===== src/rtl/booth_pkg.sv =====
// Shared types and constants for the Booth multiplier scheduler.
package booth_pkg;

    localparam int OP_W     = 16;
    localparam int PROD_W   = 32;
    localparam int LAT_FLAT = 1;
    localparam int LAT_PIPE = 2;
    // Tag ID field is sized for the largest supported requester count (8).
    localparam int TAG_ID_W = 3;

    typedef enum logic [1:0] {
        ST_RUN    = 2'd0,
        ST_DRAIN  = 2'd1,
        ST_SWITCH = 2'd2
    } sched_state_e;

    typedef struct packed {
        logic                vld;
        logic [TAG_ID_W-1:0] id;
        logic                zero;
    } tag_t;

endpackage


===== src/rtl/booth_resp_fifo.sv =====
// First-word fall-through response FIFO with occupancy count.
module booth_resp_fifo #(
    parameter int WIDTH = 35,
    parameter int DEPTH = 4,
    localparam int AW = (DEPTH > 1) ? $clog2(DEPTH) : 1,
    localparam int CW = $clog2(DEPTH + 1)
) (
    input  logic             clk,
    input  logic             rst_n,
    input  logic             push_i,
    input  logic [WIDTH-1:0] wdata_i,
    input  logic             pop_i,
    output logic [WIDTH-1:0] rdata_o,
    output logic             empty_o,
    output logic [CW-1:0]    count_o
);

    logic [WIDTH-1:0] mem_q [DEPTH];
    logic [AW-1:0]    wr_ptr_q;
    logic [AW-1:0]    rd_ptr_q;
    logic [CW-1:0]    count_q;
    logic             do_push;
    logic             do_pop;

    assign empty_o = (count_q == '0);
    assign do_push = push_i && (count_q != CW'(DEPTH));
    assign do_pop  = pop_i && !empty_o;

    always_ff @(posedge clk or negedge rst_n) begin
        if (!rst_n) begin
            wr_ptr_q <= '0;
            rd_ptr_q <= '0;
            count_q  <= '0;
        end else begin
            if (do_push) wr_ptr_q <= wr_ptr_q + AW'(1);
            if (do_pop)  rd_ptr_q <= rd_ptr_q + AW'(1);
            count_q <= count_q + CW'(do_push) - CW'(do_pop);
        end
    end

    always_ff @(posedge clk) begin
        if (do_push) mem_q[wr_ptr_q] <= wdata_i;
    end

    assign rdata_o = mem_q[rd_ptr_q];
    assign count_o = count_q;

endmodule


===== src/rtl/booth_mul_sched.sv =====
// Round-robin scheduler sharing one external 16x16 Booth multiplier among N_REQ requesters.
// Define BOOTH_SCHED_STATS_EN to add saturating issued/bypassed counters with stat_clr.
module booth_mul_sched
    import booth_pkg::*;
#(
    parameter int N_REQ      = 4,
    parameter int RESP_DEPTH = 4,
    parameter int ID_W       = 2
) (
    input  logic                  clk,
    input  logic                  rst_n,
    input  logic [N_REQ-1:0]      req_valid,
    output logic [N_REQ-1:0]      req_ready,
    input  logic [OP_W*N_REQ-1:0] req_a,
    input  logic [OP_W*N_REQ-1:0] req_b,
    output logic                  resp_valid,
    input  logic                  resp_ready,
    output logic [ID_W-1:0]       resp_id,
    output logic [PROD_W-1:0]     resp_prod,
    input  logic                  mode_req,
    output logic                  mode_ack,
    output logic                  mul_en,
    output logic [OP_W-1:0]       mul_a,
    output logic [OP_W-1:0]       mul_b,
    output logic                  mul_pipeline_en,
    input  logic [PROD_W-1:0]     mul_prod,
    output logic                  busy
`ifdef BOOTH_SCHED_STATS_EN
    ,
    input  logic                  stat_clr,
    output logic [31:0]           stat_issued,
    output logic [31:0]           stat_bypassed
`endif
);

    localparam int CNT_W  = $clog2(RESP_DEPTH + 1);
    localparam int FIFO_W = TAG_ID_W + PROD_W;

    sched_state_e      state_q, state_d;
    logic [ID_W-1:0]   rr_ptr_q, rr_ptr_d;
    tag_t              tag_q [2];
    tag_t              tag_d [2];
    logic              mul_en_q;
    logic [OP_W-1:0]   mul_a_q, mul_b_q;
    logic              pipe_en_q;
    logic              mode_ack_q;
    logic              do_switch;

    logic [2*N_REQ-1:0] vld_dbl;
    logic [N_REQ-1:0]   vld_rot;
    logic               gnt_found;
    logic [ID_W-1:0]    gnt_id;
    logic [OP_W-1:0]    sel_a, sel_b;
    logic               op_zero;
    logic               credit_ok;
    logic               can_issue;
    logic               issue;

    tag_t               cap_tag;
    logic [FIFO_W-1:0]  fifo_wdata, fifo_rdata;
    logic               fifo_empty;
    logic [CNT_W-1:0]   fifo_cnt;
    logic [TAG_ID_W-1:0] head_id;
    logic [PROD_W-1:0]  head_prod;

    // Rotate valids so the search starts at the RR pointer; lowest offset wins.
    always_comb begin
        vld_dbl   = {req_valid, req_valid};
        vld_rot   = N_REQ'(vld_dbl >> rr_ptr_q);
        gnt_found = 1'b0;
        gnt_id    = '0;
        for (int k = N_REQ - 1; k >= 0; k--) begin
            if (vld_rot[k]) begin
                gnt_found = 1'b1;
                gnt_id    = ID_W'((int'(rr_ptr_q) + k) % N_REQ);
            end
        end
    end

    assign sel_a   = OP_W'(req_a >> (int'(gnt_id) * OP_W));
    assign sel_b   = OP_W'(req_b >> (int'(gnt_id) * OP_W));
    assign op_zero = (sel_a == '0) || (sel_b == '0);

    // In-flight ops already hold a FIFO slot, so the FIFO can never overflow.
    assign credit_ok = (int'(fifo_cnt) + int'(tag_q[0].vld) + int'(tag_q[1].vld)) < RESP_DEPTH;
    assign can_issue = (state_q == ST_RUN) && (mode_req == mode_ack_q) && credit_ok;
    assign issue     = can_issue && gnt_found;
    assign req_ready = issue ? (N_REQ'(1) << gnt_id) : '0;

    always_comb begin
        state_d   = state_q;
        do_switch = 1'b0;
        case (state_q)
            ST_RUN:    if (mode_req != mode_ack_q) state_d = ST_DRAIN;
            ST_DRAIN:  if (!tag_q[0].vld && !tag_q[1].vld) state_d = ST_SWITCH;
            ST_SWITCH: begin
                do_switch = 1'b1;
                state_d   = ST_RUN;
            end
            default:   state_d = ST_RUN;
        endcase
    end

    always_ff @(posedge clk or negedge rst_n) begin
        if (!rst_n) begin
            state_q    <= ST_RUN;
            pipe_en_q  <= 1'b0;
            mode_ack_q <= 1'b0;
        end else begin
            state_q <= state_d;
            if (do_switch) begin
                pipe_en_q  <= mode_req;
                mode_ack_q <= mode_req;
            end
        end
    end

    always_comb begin
        rr_ptr_d = rr_ptr_q;
        if (issue) rr_ptr_d = (int'(gnt_id) == N_REQ - 1) ? '0 : gnt_id + 1'b1;
    end

    // Tag pipe: stage 1 is only used when the multiplier is pipelined.
    always_comb begin
        tag_d[0] = '0;
        if (issue) tag_d[0] = '{vld: 1'b1, id: TAG_ID_W'(gnt_id), zero: op_zero};
        tag_d[1] = pipe_en_q ? tag_q[0] : '0;
    end

    always_ff @(posedge clk or negedge rst_n) begin
        if (!rst_n) begin
            rr_ptr_q <= '0;
            tag_q[0] <= '0;
            tag_q[1] <= '0;
            mul_en_q <= 1'b0;
            mul_a_q  <= '0;
            mul_b_q  <= '0;
        end else begin
            rr_ptr_q <= rr_ptr_d;
            tag_q[0] <= tag_d[0];
            tag_q[1] <= tag_d[1];
            mul_en_q <= issue && !op_zero;
            if (issue && !op_zero) begin
                mul_a_q <= sel_a;
                mul_b_q <= sel_b;
            end
        end
    end

    // Zero ops never enabled the multiplier, so its product is stale for them.
    assign cap_tag    = pipe_en_q ? tag_q[LAT_PIPE-1] : tag_q[LAT_FLAT-1];
    assign fifo_wdata = {cap_tag.id, (cap_tag.zero ? {PROD_W{1'b0}} : mul_prod)};

    booth_resp_fifo #(
        .WIDTH (FIFO_W),
        .DEPTH (RESP_DEPTH)
    ) u_resp_fifo (
        .clk     (clk),
        .rst_n   (rst_n),
        .push_i  (cap_tag.vld),
        .wdata_i (fifo_wdata),
        .pop_i   (resp_valid && resp_ready),
        .rdata_o (fifo_rdata),
        .empty_o (fifo_empty),
        .count_o (fifo_cnt)
    );

    assign {head_id, head_prod} = fifo_rdata;
    assign resp_valid      = !fifo_empty;
    assign resp_id         = fifo_empty ? '0 : ID_W'(head_id);
    assign resp_prod       = fifo_empty ? '0 : head_prod;
    assign mul_en          = mul_en_q;
    assign mul_a           = mul_a_q;
    assign mul_b           = mul_b_q;
    assign mul_pipeline_en = pipe_en_q;
    assign mode_ack        = mode_ack_q;
    assign busy            = tag_q[0].vld || tag_q[1].vld || !fifo_empty || (state_q != ST_RUN);

`ifdef BOOTH_SCHED_STATS_EN
    logic [31:0] stat_issued_q;
    logic [31:0] stat_bypassed_q;

    function automatic logic [31:0] sat_inc(input logic [31:0] v);
        return (&v) ? v : v + 32'd1;
    endfunction

    always_ff @(posedge clk or negedge rst_n) begin
        if (!rst_n) begin
            stat_issued_q   <= '0;
            stat_bypassed_q <= '0;
        end else if (stat_clr) begin
            stat_issued_q   <= '0;
            stat_bypassed_q <= '0;
        end else begin
            if (issue)            stat_issued_q   <= sat_inc(stat_issued_q);
            if (issue && op_zero) stat_bypassed_q <= sat_inc(stat_bypassed_q);
        end
    end

    assign stat_issued   = stat_issued_q;
    assign stat_bypassed = stat_bypassed_q;
`endif

endmodule


===== config.mk =====
export PLATFORM = sky130hd
export DESIGN_NAME = booth_mul_sched
export DESIGN_NICKNAME = d
export VERILOG_FILES = /design/src/rtl/booth_pkg.sv /design/src/rtl/booth_resp_fifo.sv /design/src/rtl/booth_mul_sched.sv
export SDC_FILE = /design/constraint.sdc
export NUM_CORES = 1
export LEC_CHECK = 0
export ABC_AREA = 0
export BUFFER_PORTS_ARGS = -buffer_cell sky130_fd_sc_hd__buf_2
export CAP_MARGIN = 20
export CORE_ASPECT_RATIO = 0.7
export CORE_MARGIN = 2
export CORE_UTILIZATION = 46
export CTS_CLUSTER_DIAMETER = 30
export DETAILED_ROUTE_END_ITERATION = 10
export PLACE_DENSITY = 0.71
export SYNTH_ARGS = -nofsm -noshare
export SYNTH_HDL_FRONTEND = slang
export SYNTH_SLANG_ARGS = --single-unit
export TNS_END_PERCENT = 30

===== constraint.sdc =====
create_clock -name clk -period 12.42 [get_ports clk]
set_input_delay 3.726 -clock clk [delete_from_list [all_inputs] [get_ports clk]]
set_output_delay 3.726 -clock clk [all_outputs]
set_load 0.1 [all_outputs]

Word level (Yosys, flattened, before mapping)
Memories as Yosys holds them, arrays and structs flattened.
Index checks and enable logic that the tools add are counted.

word-level totals
  memory bits (read-only) = 0
  latch bits = 0
  memories = 1
  register bits = 55
  input bits = 168
  RAM bits = 140
  logic and storage cells = 83
  output and inout port bits = 75

memories
  name               words  bits a word  rd ports  clocked after Yosys merged registers in  write ports  line                   RTL
  u_resp_fifo.mem_q  4      35           1         0                                        1            booth_resp_fifo.sv:18  logic [WIDTH-1:0] mem_q [DEPTH];

operators by class
  magnitude comparators = 1
  equality and inequality tests = 8
  bitwise gates (word level) = 0
  $mul = 0
  add/sub/neg operators = 10
  div/mod/pow operators = 0
  shifts and indexed selects = 4
  reduce and logical (&&, ||, !) cells = 22
  muxes and demuxes = 22

operators by type and width
  cell                                                         count
  >> shifter 64 x 6 -> 16 bit                                  2
  2-to-1 mux 32 bit                                            2
  zero test 16 bit                                             2
  2-to-1 mux 2 bit                                             8
  2-to-1 mux 5 bit                                             3
  adder 2 x 1 -> 2 bit (second input constant)                 4
  logical AND 1 bit                                            8
  >> shifter 8 x 2 -> 4 bit                                    1
  2-to-1 mux 1 bit                                             7
  adder 4 x 1 -> 5 bit                                         1
  less-than comparator 5 x 3 -> 1 bit (second input constant)  1
  adder 2 bit (second input constant)                          2
  adder 3 x 1 -> 4 bit                                         1
  equality test 2 x 1 -> 1 bit (second input constant)         2
  zero test 1 bit                                              4
  logical OR 1 bit                                             4
  2-to-1 mux 4 bit                                             1
  one-hot mux 2 bit (2 select lines)                           1
  left shift 1 x 2 -> 4 bit (first input constant)             1
  adder 3 x 1 -> 3 bit                                         1
  zero test 3 bit                                              1
  != test 3 bit (second input constant)                        1
  subtractor 3 x 1 -> 3 bit                                    1
  equality test 2 bit (second input constant)                  1
  7 further kinds                                              7

Logic depth before layout (Yosys ltp)
  depth after elaboration = 10
  gate-level depth with buffers = 14
  depth with buffers taken out = 9

By module
From an unflattened synthesis, not the netlist that was laid out.

unflattened totals
  cells, all modules = 583
  area total of the unflattened synthesis = 9187.6 µm²

by module, submodules not included
  module           times used  area an instance (µm²)  cells an instance
  booth_resp_fifo  1           5569.1                  226
  booth_mul_sched  1           3618.5                  357

Least setup slack after synthesis
Ideal clock, no wire load.

  path kind = input -> output
  from = in req_valid[0]
  to = out req_ready[3]
  cell stages on the path = 8
  required time = 8.694 ns
  setup slack = 2.597 ns
  data arrival time = 6.097 ns
  cells stage by stage = nor2b_1 o21bai_1 and2_1 clkbuf_1 clkbuf_1 clkbuf_1 ha_1 and2_1

between the ends
  word-level cells in the longest chain between the ends = 7
  elaborated cells on any way between the ends = 12
  classes of those cells = shift (2); mux (9); reduce/logical (1)

RTL lines
  what                                                                       line                                          RTL
  start, declared                                                            booth_mul_sched.sv:12                         input logic [N_REQ-1:0] req_valid,
  >> shifter 8 x 2 -> 4 bit *                                                booth_mul_sched.sv:69                         vld_rot = N_REQ'(vld_dbl >> rr_ptr_q);
  2-to-1 mux 2 bit / 2-to-1 mux 1 bit (equally long branches) (4 in series)  booth_mul_sched.sv:73                         if (vld_rot[k]) begin
  left shift 1 x 2 -> 4 bit / logical AND 1 bit (equally long branches)      booth_mul_sched.sv:88, booth_mul_sched.sv:87
  2-to-1 mux 4 bit *                                                         booth_mul_sched.sv:88                         assign req_ready = issue ? (N_REQ'(1) << gnt_id) : '0;
  end, declared                                                              booth_mul_sched.sv:13                         output logic [N_REQ-1:0] req_ready,

Mark *: on every way between the ends. The rest lies on a longest branch, timed or not.

Worst setup path in the final report
  from = in req_valid[3]
  to = out req_ready[0]

The elaborated chain is that of the path after synthesis.

==> results.md <==
- CP Launch Type: input port
- Post-CTS resize count: 0
- Global route overflow: 0
- Critical path's largest stage delay: between 1000 and 1500 ps
- Ports: approximately 240
- Top-count cell post-synth: edfxtp_1
- Cell mode on critical path: buf_2
- Clk slew on worst S/H paths: 70 ps
- Max_cap viols: 0
- Die height: 123 microns
- Cell accounting for the most synthesized area: edfxtp_1
- Routed WL: between 20,000 and 25,000 microns
- Buffers on Ports: 242
- Cell count after synthesis: approximately 700
- Fmax: 0.0954 GHz
- Routability-driven placement congestion ratio: 0.829
- Clk root buf: clkbuf_16
- Largest family of logic cells by synthesized area: simple AND/OR/NAND/NOR gates
- Final count of hold timing violations: 0
- Final period utilization: between 80 and 90%
- Syn Std Cell Area: 0.00928 sq mm
- Area Growth Syn to Fin: 21.8%
- Vias in the first global route: 6,331
- Clock latency on the worst-skew pair: 440 ps
- Max Root-Sink Buffers: 2
- Seq cells post-synth: about 190
- HP Start: tag_q[7]$_DFF_PN0_
- Fraction of layout cells with a size suffix above 1: between 30% and 40%
- Routed Antenna Nets: 0
- Rows: 43
- Hold Path Class: reg2reg
- Initial Util: 46.9%
- R2R cell count: 10
- Die Wd: 174 microns
- Slowest stage cell, crit path: or4_2
- Req. time, crit path: 8690 ps
- HPWL Detailed: 14,800 microns
- Reg2reg start: rr_ptr_q[1]$_DFFE_PN0P_
- Drc violations: 0
- Fin crit period: 10,480 ps
- Worst Tran Pin Value: 1050 ps
- TritonCTS clock tree: done
- CP Buf/Inv Count: 4
- Diodes inserted: 0
- R2R setup slack: 7140 ps
- First-pass GRT wire length: 34,200 microns
- Sequential area share after synthesis: approximately three fifths
- Synth Area in XOR/XNOR: 0.472%
- Die area: 0.0213 sq mm
- CTS Sinks: about 190
- Rel. slew slack: 30.1%
- Worst r2r dst: mul_a[8]$_DFFE_PN0P_
- Multiplexer share of the synthesized area: 12.8%
- Asr flop ratio synth: 28.0%
- Crit path DAT: 6750 ps
- Yosys top cell area share: between 40% and 50%
- Core footprint: 0.0198 sq mm
- Hold EP: tag_q[2]$_DFF_PN0_
- Post-Syn Area per Cell: 13.5 sq um
- Area contributors post-synth: edfxtp_1 44%, dfrtp_1 14%, mux4_2 8.3%
- Synthesis Warnings: 0
- Compound-Gate Fraction of Synth Area: 8.89%
- Status: complete, no violations
- Postcts setup bufs: 0
- First-pass iteration count of the detailed router: 5
- Initial DRC count: ~460
- Vias: ~6,500
- Initial antenna violation count: 0
- Hold_buf cts: 0
- Crit path max fanout: 64
- Element type at the critical path end: output pin
- Final Max Slew Viols: 0
- Endpoints failing setup: 0
- CP top delay family: simple AND/OR/NAND/NOR gates
- Simple-Gate Fraction of Synth Area: roughly 14%
- Synth Flop Type: edfxtp_1
- Largest net degree at the start of global routing: 65
- Total GRT Usage: 20.8%
- Final Net Count: 1,083
- Crit-path cells: buf_2 > nor2_2 > buf_4 > or4_2 > nand2_4 > inv_2 > ha_1 > and2_1 > buf_2
- Top cells by count, synth: 136 x edfxtp_1, 82 x and2_1, 53 x dfrtp_1
- Post-synth EDFFs: 136
- Num CTS Buffers: 17
- Critical path type: in2out
- Synthesized Nets: around 870
- CTS HTree Levels: 4
- Clock Skews: 12.4 ps
- Number of library cell types mapped by synthesis: between 50 and 60
- Hold Path Depth: 1
- Setup TNS: 0 ps
- Drt wl/cell: 18.1 microns
- Post-synthesis adder-cell area fraction: 1.83%
- DR vias/cell: 5.50
- RSZ-0062 raised after global routing: false
[worst reg2reg max path: stages (launching register included)]
cell and delay, ps:
dfrtp_1 370, buf_4 240, or4_2 1220, nand2_4 540
inv_2 260, nand2_1 120, a22oi_1 90, or4b_2 730
o311ai_4 800, buf_4 400, mux2_1 370
[per-stage QoR]
step                      setup slack, ps  util, %  instances  hold slack [ps]  instance area (sq um)
after CTS                            2000     57.0       1184              487                  11300
after detailed placement             2000     53.9       1152              469                  10700
after global placement               2030     53.9       1152              470                  10700
after global routing                 1750     57.0       1185              507                  11300
final                                1940     57.0       1185              482                  11300
after floorplan                      2600        -        686              455                   9280
[cells by family (layout without fill, tap and decap cells)]
family / count (synthesis) / in the layout
muxes: 72 / 72
and+or+nand+nor: 233 / 233
adders and majority gates: 13 / 13
AOI/OAI and AO/OA: 103 / 103
buffers and inverters: 71 / 300
DFF: 189 / 189
xor gates and xnor gates: 5 / 5
[state kept, by name, summed over array words and instances (netlist names)]
signal                count
u_resp_fifo.mem_q       136
u_resp_fifo.count_o       3
mode_ack                  1
u_resp_fifo.rd_ptr_q      2
mul_en                    1
mul_a                    16
u_resp_fifo.wr_ptr_q      2
tag_q                     8
state_q                   2
mul_b                    16
rr_ptr_q                  2
[cell type report]
class / instances / area [sq um]
clock buffers: 17 / 425
multi-input cells: 426 / 3570
flip-flops and latches: 189 / 5410
fillers: 1659 / 8500
well taps: 270 / 338
clock inverters: 15 / 188
repair buffers: 255 / 1310
inverters: 13 / 48.8
[layout by cell type (no fill, tap or decap), types with 17 or more instances in the layout]
master | netlist | routed
nand3_1 | 31 | 31
and2_1 | 82 | 78
a211oi_1 | 17 | 17
mux4_2 | 34 | 34
and3_1 | 19 | 19
a21oi_1 | 17 | 17
nand2_1 | 36 | 36
edfxtp_1 | 136 | 136
nor4_1 | 18 | 18
dfrtp_1 | 53 | 52
clkbuf_16 | 0 | 17
mux2_1 | 26 | 26
buf_2 | 3 | 242
[worst max-delay path by stage]
stage	startpoint	end	slack (ps)	cells past startpoint
after global routing	req_valid[3]	req_ready[2]	1750	9
after global placement	req_valid[3]	req_ready[2]	2030	9
after CTS	req_valid[3]	req_ready[0]	2000	9
after detailed placement	req_valid[3]	req_ready[0]	2000	9
final	req_valid[3]	req_ready[0]	1940	9
after floorplan	req_valid[0]	req_ready[3]	2600	8
[per-layer routing]
metal  GRT usage (%)  vias up  part of all wire (%)
li1                -     3067                     -
met1            29.9     3191                    47
met2            31.7      233                    45
met3            4.96       26                   6.2
met4            5.88        0                   1.5
met5               0        -                     0
Power is left out: the tool's default activity adds up to more than one toggle a clock period on the data nets, which glitch-free logic cannot reach.
